<file path="src/rtl/alu_op_decoder.sv">
// ============================================================================
//  Module   : alu_op_decoder
//  Brief    : RV32I execute-stage issue unit. It decodes the ALU opcode, selects
//             operand B, and presents a registered valid/ready output backed
//             by a 1-entry skid buffer. Optional macro ALU_DEC_PERF_EN adds
//             perf_issued and perf_illegal transfer counters.
//  Revision : 1.0 - initial release
// ============================================================================
`default_nettype none

module alu_op_decoder #(
  parameter int DATA_W = 32,
  parameter int OP_W   = 4
) (
  input  logic              clk,
  input  logic              rst,
  input  logic              in_valid,
  output logic              in_ready,
  input  logic [31:0]       in_inst,
  input  logic [DATA_W-1:0] in_rs1_data,
  input  logic [DATA_W-1:0] in_rs2_data,
  output logic              out_valid,
  input  logic              out_ready,
  output logic [DATA_W-1:0] out_a,
  output logic [DATA_W-1:0] out_b,
  output logic [OP_W-1:0]   out_alu_op,
  output logic [4:0]        out_rd,
  output logic              out_is_mem,
`ifdef ALU_DEC_PERF_EN
  output logic [31:0]       perf_issued,
  output logic [31:0]       perf_illegal,
`endif
  output logic              out_illegal
);

  localparam logic [6:0] c_OPC_OP     = 7'b0110011;
  localparam logic [6:0] c_OPC_OP_IMM = 7'b0010011;
  localparam logic [6:0] c_OPC_LOAD   = 7'b0000011;
  localparam logic [6:0] c_OPC_STORE  = 7'b0100011;

  localparam logic [OP_W-1:0] c_ALU_ADD = OP_W'(0);
  localparam logic [OP_W-1:0] c_ALU_SUB = OP_W'(1);
  localparam logic [OP_W-1:0] c_ALU_AND = OP_W'(2);
  localparam logic [OP_W-1:0] c_ALU_OR  = OP_W'(3);
  localparam logic [OP_W-1:0] c_ALU_XOR = OP_W'(4);
  localparam logic [OP_W-1:0] c_ALU_SLL = OP_W'(5);
  localparam logic [OP_W-1:0] c_ALU_SRL = OP_W'(6);

  // Entry layout: {illegal, is_mem, rd, alu_op, b, a}
  localparam int ENTRY_W = 2*DATA_W + OP_W + 5 + 2;

  logic [6:0]        w_opcode;
  logic [2:0]        w_funct3;
  logic [6:0]        w_funct7;
  logic [DATA_W-1:0] w_imm_i;
  logic [DATA_W-1:0] w_imm_s;
  logic [DATA_W-1:0] w_shamt;

  assign w_opcode = in_inst[6:0];
  assign w_funct3 = in_inst[14:12];
  assign w_funct7 = in_inst[31:25];
  assign w_imm_i  = {{(DATA_W-12){in_inst[31]}}, in_inst[31:20]};
  assign w_imm_s  = {{(DATA_W-12){in_inst[31]}}, in_inst[31:25], in_inst[11:7]};
  assign w_shamt  = {{(DATA_W-5){1'b0}}, in_inst[24:20]};

  // Register-file indices are resolved upstream; only their data arrives here.
  logic w_unused_rs_idx;
  assign w_unused_rs_idx = &{1'b0, in_inst[19:15]};

  logic              w_legal;
  logic [OP_W-1:0]   w_op;
  logic [DATA_W-1:0] w_b;
  logic              w_is_mem;
  logic              w_is_store;

  always_comb begin
    w_legal    = 1'b0;
    w_op       = c_ALU_ADD;
    w_b        = in_rs2_data;
    w_is_mem   = 1'b0;
    w_is_store = 1'b0;
    case (w_opcode)
      c_OPC_OP: begin
        w_b = in_rs2_data;
        if (w_funct7 == 7'b0000000) begin
          w_legal = 1'b1;
          case (w_funct3)
            3'b000:  w_op = c_ALU_ADD;
            3'b001:  w_op = c_ALU_SLL;
            3'b100:  w_op = c_ALU_XOR;
            3'b101:  w_op = c_ALU_SRL;
            3'b110:  w_op = c_ALU_OR;
            3'b111:  w_op = c_ALU_AND;
            default: w_legal = 1'b0;
          endcase
        end else if (w_funct7 == 7'b0100000 && w_funct3 == 3'b000) begin
          w_legal = 1'b1;
          w_op    = c_ALU_SUB;
        end
      end
      c_OPC_OP_IMM: begin
        w_b     = w_imm_i;
        w_legal = 1'b1;
        case (w_funct3)
          3'b000: w_op = c_ALU_ADD;
          3'b100: w_op = c_ALU_XOR;
          3'b110: w_op = c_ALU_OR;
          3'b111: w_op = c_ALU_AND;
          3'b001: begin
            w_op    = c_ALU_SLL;
            w_b     = w_shamt;
            w_legal = (w_funct7 == 7'b0000000);
          end
          3'b101: begin
            w_op    = c_ALU_SRL;
            w_b     = w_shamt;
            w_legal = (w_funct7 == 7'b0000000);
          end
          default: w_legal = 1'b0;
        endcase
      end
      c_OPC_LOAD: begin
        w_legal  = 1'b1;
        w_op     = c_ALU_ADD;
        w_b      = w_imm_i;
        w_is_mem = 1'b1;
      end
      c_OPC_STORE: begin
        w_legal    = 1'b1;
        w_op       = c_ALU_ADD;
        w_b        = w_imm_s;
        w_is_mem   = 1'b1;
        w_is_store = 1'b1;
      end
      default: w_legal = 1'b0;
    endcase
  end

  // Illegal entries carry zeroed operands/opcode but keep rd for traceability.
  logic [ENTRY_W-1:0] w_entry;
  always_comb begin
    if (w_legal) begin
      w_entry = {1'b0, w_is_mem, (w_is_store ? 5'd0 : in_inst[11:7]),
                 w_op, w_b, in_rs1_data};
    end else begin
      w_entry = {1'b1, 1'b0, in_inst[11:7], c_ALU_ADD,
                 {DATA_W{1'b0}}, {DATA_W{1'b0}}};
    end
  end

  logic [ENTRY_W-1:0] r_main;
  logic [ENTRY_W-1:0] r_skid;
  logic               r_main_valid;
  logic               r_skid_valid;
  logic               w_accept;
  logic               w_drain;

  assign in_ready = ~r_skid_valid;
  assign w_accept = in_valid & ~r_skid_valid;
  assign w_drain  = r_main_valid & out_ready;

  // The skid can only hold an entry while main is full, so main-empty implies skid-empty.
  always_ff @(posedge clk or posedge rst) begin
    if (rst) begin
      r_main       <= '0;
      r_skid       <= '0;
      r_main_valid <= 1'b0;
      r_skid_valid <= 1'b0;
    end else begin
      if (!r_main_valid) begin
        if (w_accept) begin
          r_main       <= w_entry;
          r_main_valid <= 1'b1;
        end
      end else if (w_drain) begin
        if (r_skid_valid) begin
          r_main       <= r_skid;
          r_skid_valid <= 1'b0;
        end else if (w_accept) begin
          r_main <= w_entry;
        end else begin
          r_main_valid <= 1'b0;
        end
      end else if (w_accept) begin
        r_skid       <= w_entry;
        r_skid_valid <= 1'b1;
      end
    end
  end

  assign out_valid   = r_main_valid;
  assign out_a       = r_main[DATA_W-1:0];
  assign out_b       = r_main[2*DATA_W-1:DATA_W];
  assign out_alu_op  = r_main[2*DATA_W+OP_W-1:2*DATA_W];
  assign out_rd      = r_main[2*DATA_W+OP_W+4:2*DATA_W+OP_W];
  assign out_is_mem  = r_main[ENTRY_W-2];
  assign out_illegal = r_main[ENTRY_W-1];

`ifdef ALU_DEC_PERF_EN
  logic [31:0] r_perf_issued;
  logic [31:0] r_perf_illegal;

  always_ff @(posedge clk or posedge rst) begin
    if (rst) begin
      r_perf_issued  <= '0;
      r_perf_illegal <= '0;
    end else if (w_drain) begin
      r_perf_issued <= r_perf_issued + 32'd1;
      if (out_illegal) begin
        r_perf_illegal <= r_perf_illegal + 32'd1;
      end
    end
  end

  assign perf_issued  = r_perf_issued;
  assign perf_illegal = r_perf_illegal;
`endif

endmodule

`default_nettype wire
</file>
<file path="config.mk">
export PLATFORM = sky130hd
export DESIGN_NAME = alu_op_decoder
export DESIGN_NICKNAME = d
export VERILOG_FILES = /design/src/rtl/alu_op_decoder.sv
export SDC_FILE = /design/constraint.sdc
export NUM_CORES = 1
export LEC_CHECK = 0
export CORE_MARGIN = 3
export CORE_UTILIZATION = 40
export CTS_CLUSTER_DIAMETER = 80
export CTS_CLUSTER_SIZE = 20
export DETAILED_ROUTE_END_ITERATION = 10
export PLACE_DENSITY_LB_ADDON = 0.15
export SYNTH_ARGS = -nofsm -noshare
export SYNTH_HDL_FRONTEND = slang
export SYNTH_SLANG_ARGS = --single-unit
</file>
<file path="constraint.sdc">
create_clock -name clk -period 4.1 [get_ports clk]
set_input_delay 0.41 -clock clk [delete_from_list [all_inputs] [get_ports clk]]
set_output_delay 0.41 -clock clk [all_outputs]
set_load 0.03 [all_outputs]
</file>
# Word-level counts from Yosys, hierarchy flattened
# Cells that the tools add are included.
# op_classes
eq_ne,11
muxes,25
bitwise_logic,4
reduce_logical,10
# ops
operator,count
$mux 75,5
$pmux 32 s3,1
$mux 32,1
$eq 7x6->1 const B,3
$pmux 3 s5,1
$eq 3x3->1 const B,4
$mux 1,12
$pmux 4 s2,1
$eq 7x2->1 const B,1
$eq 7x5->1 const B,1
$logic_not 7->1,1
$reduce_or 6->1,1
$mux 5,1
$mux 4,1
$reduce_or 2->1,2
$reduce_or 4->1,1
$eq 3x1->1 const B,1
$logic_not 3->1,1
$pmux 1 s3,1
$reduce_and 3->1,1
$and 1x1->1,2
$ne 2x1->1 const B,1
$not 1->1,2
$pmux 1 s2,1
3 further kinds,3
# totals
reg_bits,152
in_bits,100
output_inout_bits,77
word_cells,54

# Longest topological paths before layout
# logic_depth
word_depth,10
mapped_depth,7
ltp_nobuf,5

# Least setup slack after synthesis
# Ideal clock, no wire load.
# synth_timing
path_type,register to register
startpoint,"register r_main_valid, in the netlist out_valid"
endpoint,register r_skid[43]
setup_ns,0.129
arrival_ns,1.704
t_required_ns,3.971
setup_slack_ns,2.267
path_stages_with_launch,8
n_path_buf,3
synth_period_minus_slack_ns,1.833
cell_sequence,dfrtp_1 -> nor2b_1 -> nand3_1 -> buf_2 -> buf_1 -> clkbuf_1 -> nand2_1 -> o21ai_0
# synth_via
elab_chain_len,3
# synth_lines
element,line,source
from (decl),153,logic r_main_valid;
from (signal assigned),167,r_main_valid <= 1'b0;
from (signal assigned),173,r_main_valid <= 1'b1;
from (signal assigned),182,r_main_valid <= 1'b0;
$and 1x1->1,160,assign w_drain = r_main_valid & out_ready;
$not 1->1 (no source line),-,
$reduce_and 3->1 (no source line) (*),-,
to (signal assigned),185,r_skid <= w_entry;
to (decl),152,logic [ENTRY_W-1:0] r_skid;
# Every way passes the cells marked *; elsewhere a longest branch is shown, timed or not.
# A chain may end at the register's enable or synchronous reset.

# Worst setup path in the final report
# layout_timing
startpoint,register r_skid_valid
endpoint,register r_main[18]
# layout_via
elab_chain_len,6
# layout_lines
element,line,source
from (decl),154,logic r_skid_valid;
from (signal assigned),168,r_skid_valid <= 1'b0;
from (signal assigned),178,r_skid_valid <= 1'b0;
from (signal assigned),186,r_skid_valid <= 1'b1;
$not 1->1,159,assign w_accept = in_valid & ~r_skid_valid;
$and 1x1->1,159,
$mux 75,-,
$mux 75,176,if (r_skid_valid) begin
$mux 75,175,end else if (w_drain) begin
$mux 75 (*),170,if (!r_main_valid) begin
to (signal assigned),172,r_main <= w_entry;
to (signal assigned),177,r_main <= r_skid;
to (signal assigned),180,r_main <= w_entry;
to (decl),151,logic [ENTRY_W-1:0] r_main;
# Every way passes the cells marked *; elsewhere a longest branch is shown, timed or not. The select of a mux whose other input is x is not followed.

==> results.md <==
Timing:
- The final worst hold slack is 469 ps.
- The highest clock frequency the design can meet is 0.353 GHz.
- At the pin with the least slew margin, the transition time is 1150 ps.
- The relative slew slack is 0.230.
- The clock period minus final worst setup slack is 2840 ps.
- The final hold violation count is 0.
- In the final timing run, aggregate negative setup slack is 0 ps.
- Setup repair after global routing left no endpoint under its margin.
- The number of max-slew violations in the final report is 0.
- Setup violations remaining at the end of the flow were counted as 0.
- The final worst setup slack is 1260 ps.
- The final period utilization is 0.692.
- The post-route clock skew is 7.32 ps.

Clocking:
- The total CTS buffers is 17.
- The number of sinks handled by clock tree synthesis is 151.
- TritonCTS built the clock tree.
- After clock tree synthesis, the setup repair step added 0 buffers.
- The clock edge transition at the registers on the reported setup and hold paths is 60 ps.
- The clock reaches the later pin of the worst-skew pair after 410 ps.
- The clock passes through at most 2 buffers.
- CTS placed an instance of sky130_fd_sc_hd__clkbuf_16 at the clock tree root.
- The number of buffers inserted by hold repair at cts is 0.
- In this run the number of H-tree levels came out at 4.
- The number of resized instances in the post-cts repair step is 0.

Detailed routing:
- The routed wire length per instance is 17.8 µm.
- In this run the remaining antenna-violating nets after routing total 0.
- After detailed routing, the number of remaining DRC violations is 0.
- The routed via count is 5,686.
- The number of violations reported at the end of detailed-routing iteration 0 is 326.
- Dividing the detail-routed via count by the number of cells gives 5.58.
- The sum of routed wire length over all layers is 18.1 mm.
- The pre-antenna-repair detailed-routing pass consisted of 5 iterations.

Synth:
- The post-synthesis instance area is 0.00635 mm².
- The Yosys step of the flow raised 0 warnings.
- Counting flops with an async set or reset pin after synthesis yields a share of 1.00.
- The sequential element share of the synthesized area is 0.595.
- The count of mapped cells out of synthesis is 648.
- The mean area per synthesized cell is 9.80 µm².
- Yosys mapped the design onto 34 distinct sky130hd cell types.
- Counting every net in the synthesized netlist gives 748.
- The number of storage elements in the synthesis netlist is 151.
- The most used flip-flop cell after synthesis is sky130_fd_sc_hd__dfrtp_1.
- The number of enable-type register cells in the synthesized netlist is 0.

Die:
- The core region is 0.0154 mm².
- The initial utilization of the core area, before any placement, comes to 0.413.
- The number of placed I/O pins is 177.
- The overall die area is 0.0174 mm².
- The die height is 132 µm.
- The die is 132 µm wide.
- The number of placement rows is 45.

Power:
- Of the total power, the clock network draws 0.236.
- Of the total power, the share spent switching nets is 0.392.
- VDD sags by at most 0.406 mV.
- Summed over all nets, the switching power comes to 2.58 mW.
- The relative contribution of sequential cells to total power is 0.333.
- The share of power burned in combinational logic is 0.431.
- In this run the static leakage power is 3.60 nW.
- The internal cell power is 4.00 mW.
- The completed layout was analyzed and its total power is 6.59 mW.
- In this run the power density over the cells is 745 mW/mm².

Finish:
- The area added between synthesis and finish is 39.2%.
- Registers take 0.00378 mm².
- Counting the fill cells in the layout gives 1,313.
- Leaving out fill and tap cells, the most frequent cell in the layout is sky130_fd_sc_hd__clkdlybuf4s50_1.
- The area of combinational cells with multiple inputs is 0.00236 mm².
- The number of nets in the finished design is 895.
- The top cell types in the final layout, fill and taps aside, are sky130_fd_sc_hd__clkdlybuf4s50_1 (171), sky130_fd_sc_hd__dfrtp_1 (151), sky130_fd_sc_hd__nand2_1 (134).
- The repair_antennas step left the layout with diodes totalling 0.
- Of the cells placed in the final design, the portion with a size suffix greater than 1 is 0.0668.

Min path:
- In this run the worst hold path is classified as primary input to async pin.

Setup path:
- The endpoint kind of the worst setup timing path is a flip-flop.
- The signal on the critical path passes through inv_1 -> nand2_1 -> a21oi_4 -> buf_4 -> o22ai_1 -> a21oi_1.
- The critical path contains buffers and inverters numbering 2 combined.
- The critical path class is flip-flop to flip-flop.
- The maximum cell stage delay along the critical path is 950 ps.
- The arrival time at the worst endpoint is 3170 ps.
- The worst setup path is launched from a flip-flop.
- The slowest stage cell on the critical path is sky130_fd_sc_hd__a21oi_4.
- At the worst endpoint, the required time is 4430 ps.
- The cell type group with the largest total delay on the critical path is compound AO/OA/AOI/OAI gates.
- In this run the worst path has a maximum fanout of 40.

Run:
- The max-cap check violation count is 0.

Global route:
- The via count of the first global-routing pass came to 5,801.
- Entering global routing, the biggest net connects 79 pins.
- The initial antenna violation count was 0.
- The global-route wire length before repair is 29.6 mm.
- For this run the aggregate overflow at the end of global routing stands at 0.
- For this run, the total global-route usage over all layers was measured as 0.208.

Place:
- The routability-driven placement congestion ratio is 0.811.
- The number of I/O port buffers is 171.
- OpenSTA, run right after detailed placement, puts the worst setup slack at 904 ps.
- Once detailed placement completed, the half-perimeter wirelength came to 11.5 mm.

Outcome:
- The flow ran to the end, and the final reports show no timing, DRC or antenna violations.
cell usage after synthesis, types with 2 or more instances:
| cell type | instances | area [µm²] |
|---|---|---|
| sky130_fd_sc_hd__a211oi_1 | 21 | 158 |
| sky130_fd_sc_hd__a211oi_2 | 2 | 25.0 |
| sky130_fd_sc_hd__a21oi_1 | 59 | 295 |
| sky130_fd_sc_hd__a32o_1 | 6 | 60.1 |
| sky130_fd_sc_hd__and3_1 | 7 | 43.8 |
| sky130_fd_sc_hd__buf_1 | 3 | 11.3 |
| sky130_fd_sc_hd__buf_2 | 5 | 25.0 |
| sky130_fd_sc_hd__buf_6 | 6 | 67.6 |
| sky130_fd_sc_hd__clkbuf_1 | 39 | 146 |
| sky130_fd_sc_hd__dfrtp_1 | 151 | 3780 |
| sky130_fd_sc_hd__inv_1 | 5 | 18.8 |
| sky130_fd_sc_hd__nand2_1 | 134 | 503 |
| sky130_fd_sc_hd__nand3_1 | 4 | 20.0 |
| sky130_fd_sc_hd__nand4_1 | 3 | 18.8 |
| sky130_fd_sc_hd__nor2_1 | 26 | 97.6 |
| sky130_fd_sc_hd__nor2b_1 | 4 | 25.0 |
| sky130_fd_sc_hd__nor3_1 | 4 | 20.0 |
| sky130_fd_sc_hd__nor4_1 | 2 | 12.5 |
| sky130_fd_sc_hd__o21ai_0 | 54 | 270 |
| sky130_fd_sc_hd__o21ai_1 | 22 | 110 |
| sky130_fd_sc_hd__o221ai_1 | 5 | 43.8 |
| sky130_fd_sc_hd__o22ai_1 | 74 | 463 |
power by group through the flow:
| stage | combinational (mW) | clock, mW | sequential [mW] |
|---|---|---|---|
| after floorplan | 0.941 | 0 | 2.90 |
| after global placement | 2.80 | 0 | 2.20 |
| after detailed placement | 2.85 | 0 | 2.22 |
| after CTS | 2.85 | 1.59 | 2.20 |
| after global routing | 3.03 | 1.65 | 2.24 |
| final | 2.84 | 1.55 | 2.19 |
worst paths after layout:
| check | start | slack (ps) | end | cells past startpoint |
|---|---|---|---|---|
| max | r_skid_valid | 1260 | r_main[18] | 6 |
| min | rst | 470 | r_main[24] | 2 |
| max reg2reg | r_skid_valid | 1260 | r_main[18] | 6 |
| min reg2reg | r_skid[46] | 480 | r_skid[46] | 2 |
| max in group asynchronous | rst | 2560 | r_skid[0] | 3 |
| min in group clk | r_skid[46] | 480 | r_skid[46] | 2 |
flip-flops by register name (all words and copies together) (netlist names):
name and cells:
r_skid_valid 1, out_valid 1, r_skid 74, r_main 75
routing by layer:
metal / up-vias / track usage / part of all wire
met5: - / 0 / 0
met4: 0 / 0.0828 / 0.022
met3: 29 / 0.0519 / 0.059
met2: 204 / 0.335 / 0.48
met1: 2820 / 0.272 / 0.43
li1: 2633 / - / -
kinds of logic after synthesis:
family                 synth area share
flip-flops                        0.595
AO/OA/AOI/OAI                     0.234
AND/OR/NAND/NOR                   0.127
multiplexers                    0.00177
buffers and inverters            0.0423
metrics by stage:
step	std cells	utilization	area (µm²)
2_1_floorplan	648	-	6360
3_3_place_gp	987	0.537	8250
3_5_place_dp	987	0.537	8250
4_1_cts	1019	0.575	8840
5_1_grt	1019	0.575	8840
6_report	1019	0.575	8840
cell type report:
type,count,area share
tap,211,0.0299
multi-input combinational,439,0.267
inverter,5,0.00255
clock inverter,10,0.0134
sequential,151,0.427
clock buffer,22,0.0536
timing repair buffer,181,0.206
Power figures use the tool's default switching activity.
==> edit, RTL diff (same settings) <==
Set the parameter `OP_W` to 6 (it was 4).
--- a/src/rtl/alu_op_decoder.sv
+++ b/src/rtl/alu_op_decoder.sv
@@ -10,7 +10,7 @@
 
 module alu_op_decoder #(
   parameter int DATA_W = 32,
-  parameter int OP_W   = 4
+  parameter int OP_W   = 6
 ) (
   input  logic              clk,
   input  logic              rst,
Ports: changed (resized out_alu_op); port bits go from 177 to 179. No check against the original RTL was run, so the function may have changed too.
==> edit against the original RTL <==
- sequential cell count grew 2
- first-iteration DRC count grew 77%
- area after synthesis grew 12%
- worst setup slack gained 0.14 ns
- die area grew 11%
- cell area grew 8.5%
- hold slack gained 0.014 ns
- maximum frequency grew 5.2%
- routed wire length grew 24%
- non-clock buffer count grew 10
- critical endpoint is now r_skid[2]
Power is not compared: it rests on default switching activity, and its combinational part moved more than twofold at a synthesized area within 25%.
==> edit: results <==
metrics = {
    "detailed_routing": {
        "via_per_inst": 6.21,
        "drt_iter0_markers": 577,
        "wl_per_cell_um": 21.2,
        "routed_wl_um": 22400,
        "first_pass_iters": 5,
    },
    "timing": {
        "skew_ns": 0.00722,
        "max_slew_margin_pct": 33.6,
    },
    "clock_tree": {
        "clkSlewWorstSetupHoldPaths_ns": 0.06,
        "cts.path.max_buffers": 2,
        "h-tree-depth": 4,
        "insertion_delay_ns": 0.43,
        "cts_root_buf": "clkbuf_16",
        "cts_resized": 0,
        "cts_inserted_buffers": 17,
        "post_cts_buffers": 0,
    },
    "global_routing": {
        "track_usage_pct": 23.1,
        "grt_max_degree": 70,
        "grt_pass1_vias": 6714,
        "antenna_found_initial": 0,
        "grt_first_pass_wirelength_um": 36100,
    },
    "power_and_ir_drop": {
        "ir_worst_vdd_v": 0.000293,
        "p_leak_nw": 3.88,
        "p_sw_mw": 1.65,
    },
    "layout": {
        "drive_gt1_share_pct": 8.53,
        "finalNetCount": 919,
        "diodes": 0,
        "reg_top3": "r_main (77), r_skid (74)",
    },
    "run_status": {
        "status": "finished, final reports clean",
    },
    "synth": {
        "synthCells": 668,
        "synthTopCellsByArea": "dfrtp_1 54%, a22oi_1 6.5%, a22o_1 6.4%",
        "synth_cell_types": 42,
        "synth_common_cells": "153 x dfrtp_1, 63 x o21ai_0, 61 x a22oi_1",
        "syn_nets": 768,
        "ys_seq_area_share_pct": 54.0,
        "synth_flop_cell": "dfrtp_1",
        "synthArstFlopShare_pct": 100,
        "yosys_warnings": 0,
    },
    "setup_path": {
        "crit_path_start": "out_valid",
        "critPathSlowestCell": "nand3_4",
        "crit_path_max_fanout": 47,
        "cpLargestDelayFamily": "simple AND/OR/NAND/NOR gates",
        "arrival_ns": 3.06,
        "slowest_delay_ns": 0.62,
    },
    "placement": {
        "pre_cts_ws_ns": 1.05,
        "dpl.cell_count": 1025,
        "place_area_um2": 9020,
        "port_buffers": 173,
        "hpwlAfterDp_um": 14400,
        "routabilityCongestion": 0.778,
    },
    "worst_hold_path": {
        "min-delay-start": "r_skid[74]",
        "min_path_type": "reg -> reg",
    },
}
-- edit: cell count changes in the layout (fill, tap and decap cells not counted), sizes merged, moves of 13 or more --
cell / change
a211oi: -23
a22o: +52
a22oi: +60
nand2: -91
nand3: +22
nor2: -17
o21ai: -13
o221ai: +28
o22ai: -41
o31ai: +26
-- edit: kinds of logic after synthesis --
| logic type | count (synthesis) | share of synthesized area (%) |
|---|---|---|
| DFF | 153 | 54.0 |
| AOI/OAI and AO/OA | 342 | 33.8 |
| buffers and inverters | 63 | 3.90 |
| and+or+nand+nor | 108 | 8.00 |
| muxes | 2 | 0.300 |
-- edit: final timing paths --
path / endpoint / slack (ns) / cells after the start
max: r_skid[2] / 1.40 / 5
min: r_skid[74] / 0.48 / 2
max reg2reg: r_skid[2] / 1.40 / 5
min reg2reg: r_skid[74] / 0.48 / 2
max in group asynchronous: r_main[64] / 2.66 / 3
min in group asynchronous: r_main[31] / 0.55 / 2
-- edit: routing by layer --
metal	part of all wire [%]	vias to the layer above	global-route usage, %
li1	-	2943	-
met3	7.9	23	5.83
met1	43	3280	30.9
met2	48	313	37.3
met5	0	-	0
met4	1.3	0	6.95
-- edit: worst reg2reg max path, stage by stage (launching register included) --
cell	delay, ns
dfrtp_1	0.52
nor2b_1	0.52
nand3_4	0.62
nor3_4	0.37
buf_4	0.38
a22o_1	0.22
-- edit: area by class of cell --
cell class	instances	area (um^2)
fillers	1455	7700
flip-flops and latches	153	3830
multi-input cells	452	3010
repair buffers	191	1880
clock buffers	22	464
well taps	225	282
clock inverters	10	118
inverters	4	18.8
-- edit: power by group through the flow --
stage	Clock, mW	Combinational (mW)	Sequential [mW]
after floorplan	0	0.776	1.84
after global placement	0	1.37	1.74
after detailed placement	0	1.41	1.75
after CTS	1.59	1.41	1.72
after global routing	1.65	1.52	1.74
final	1.57	1.41	1.73
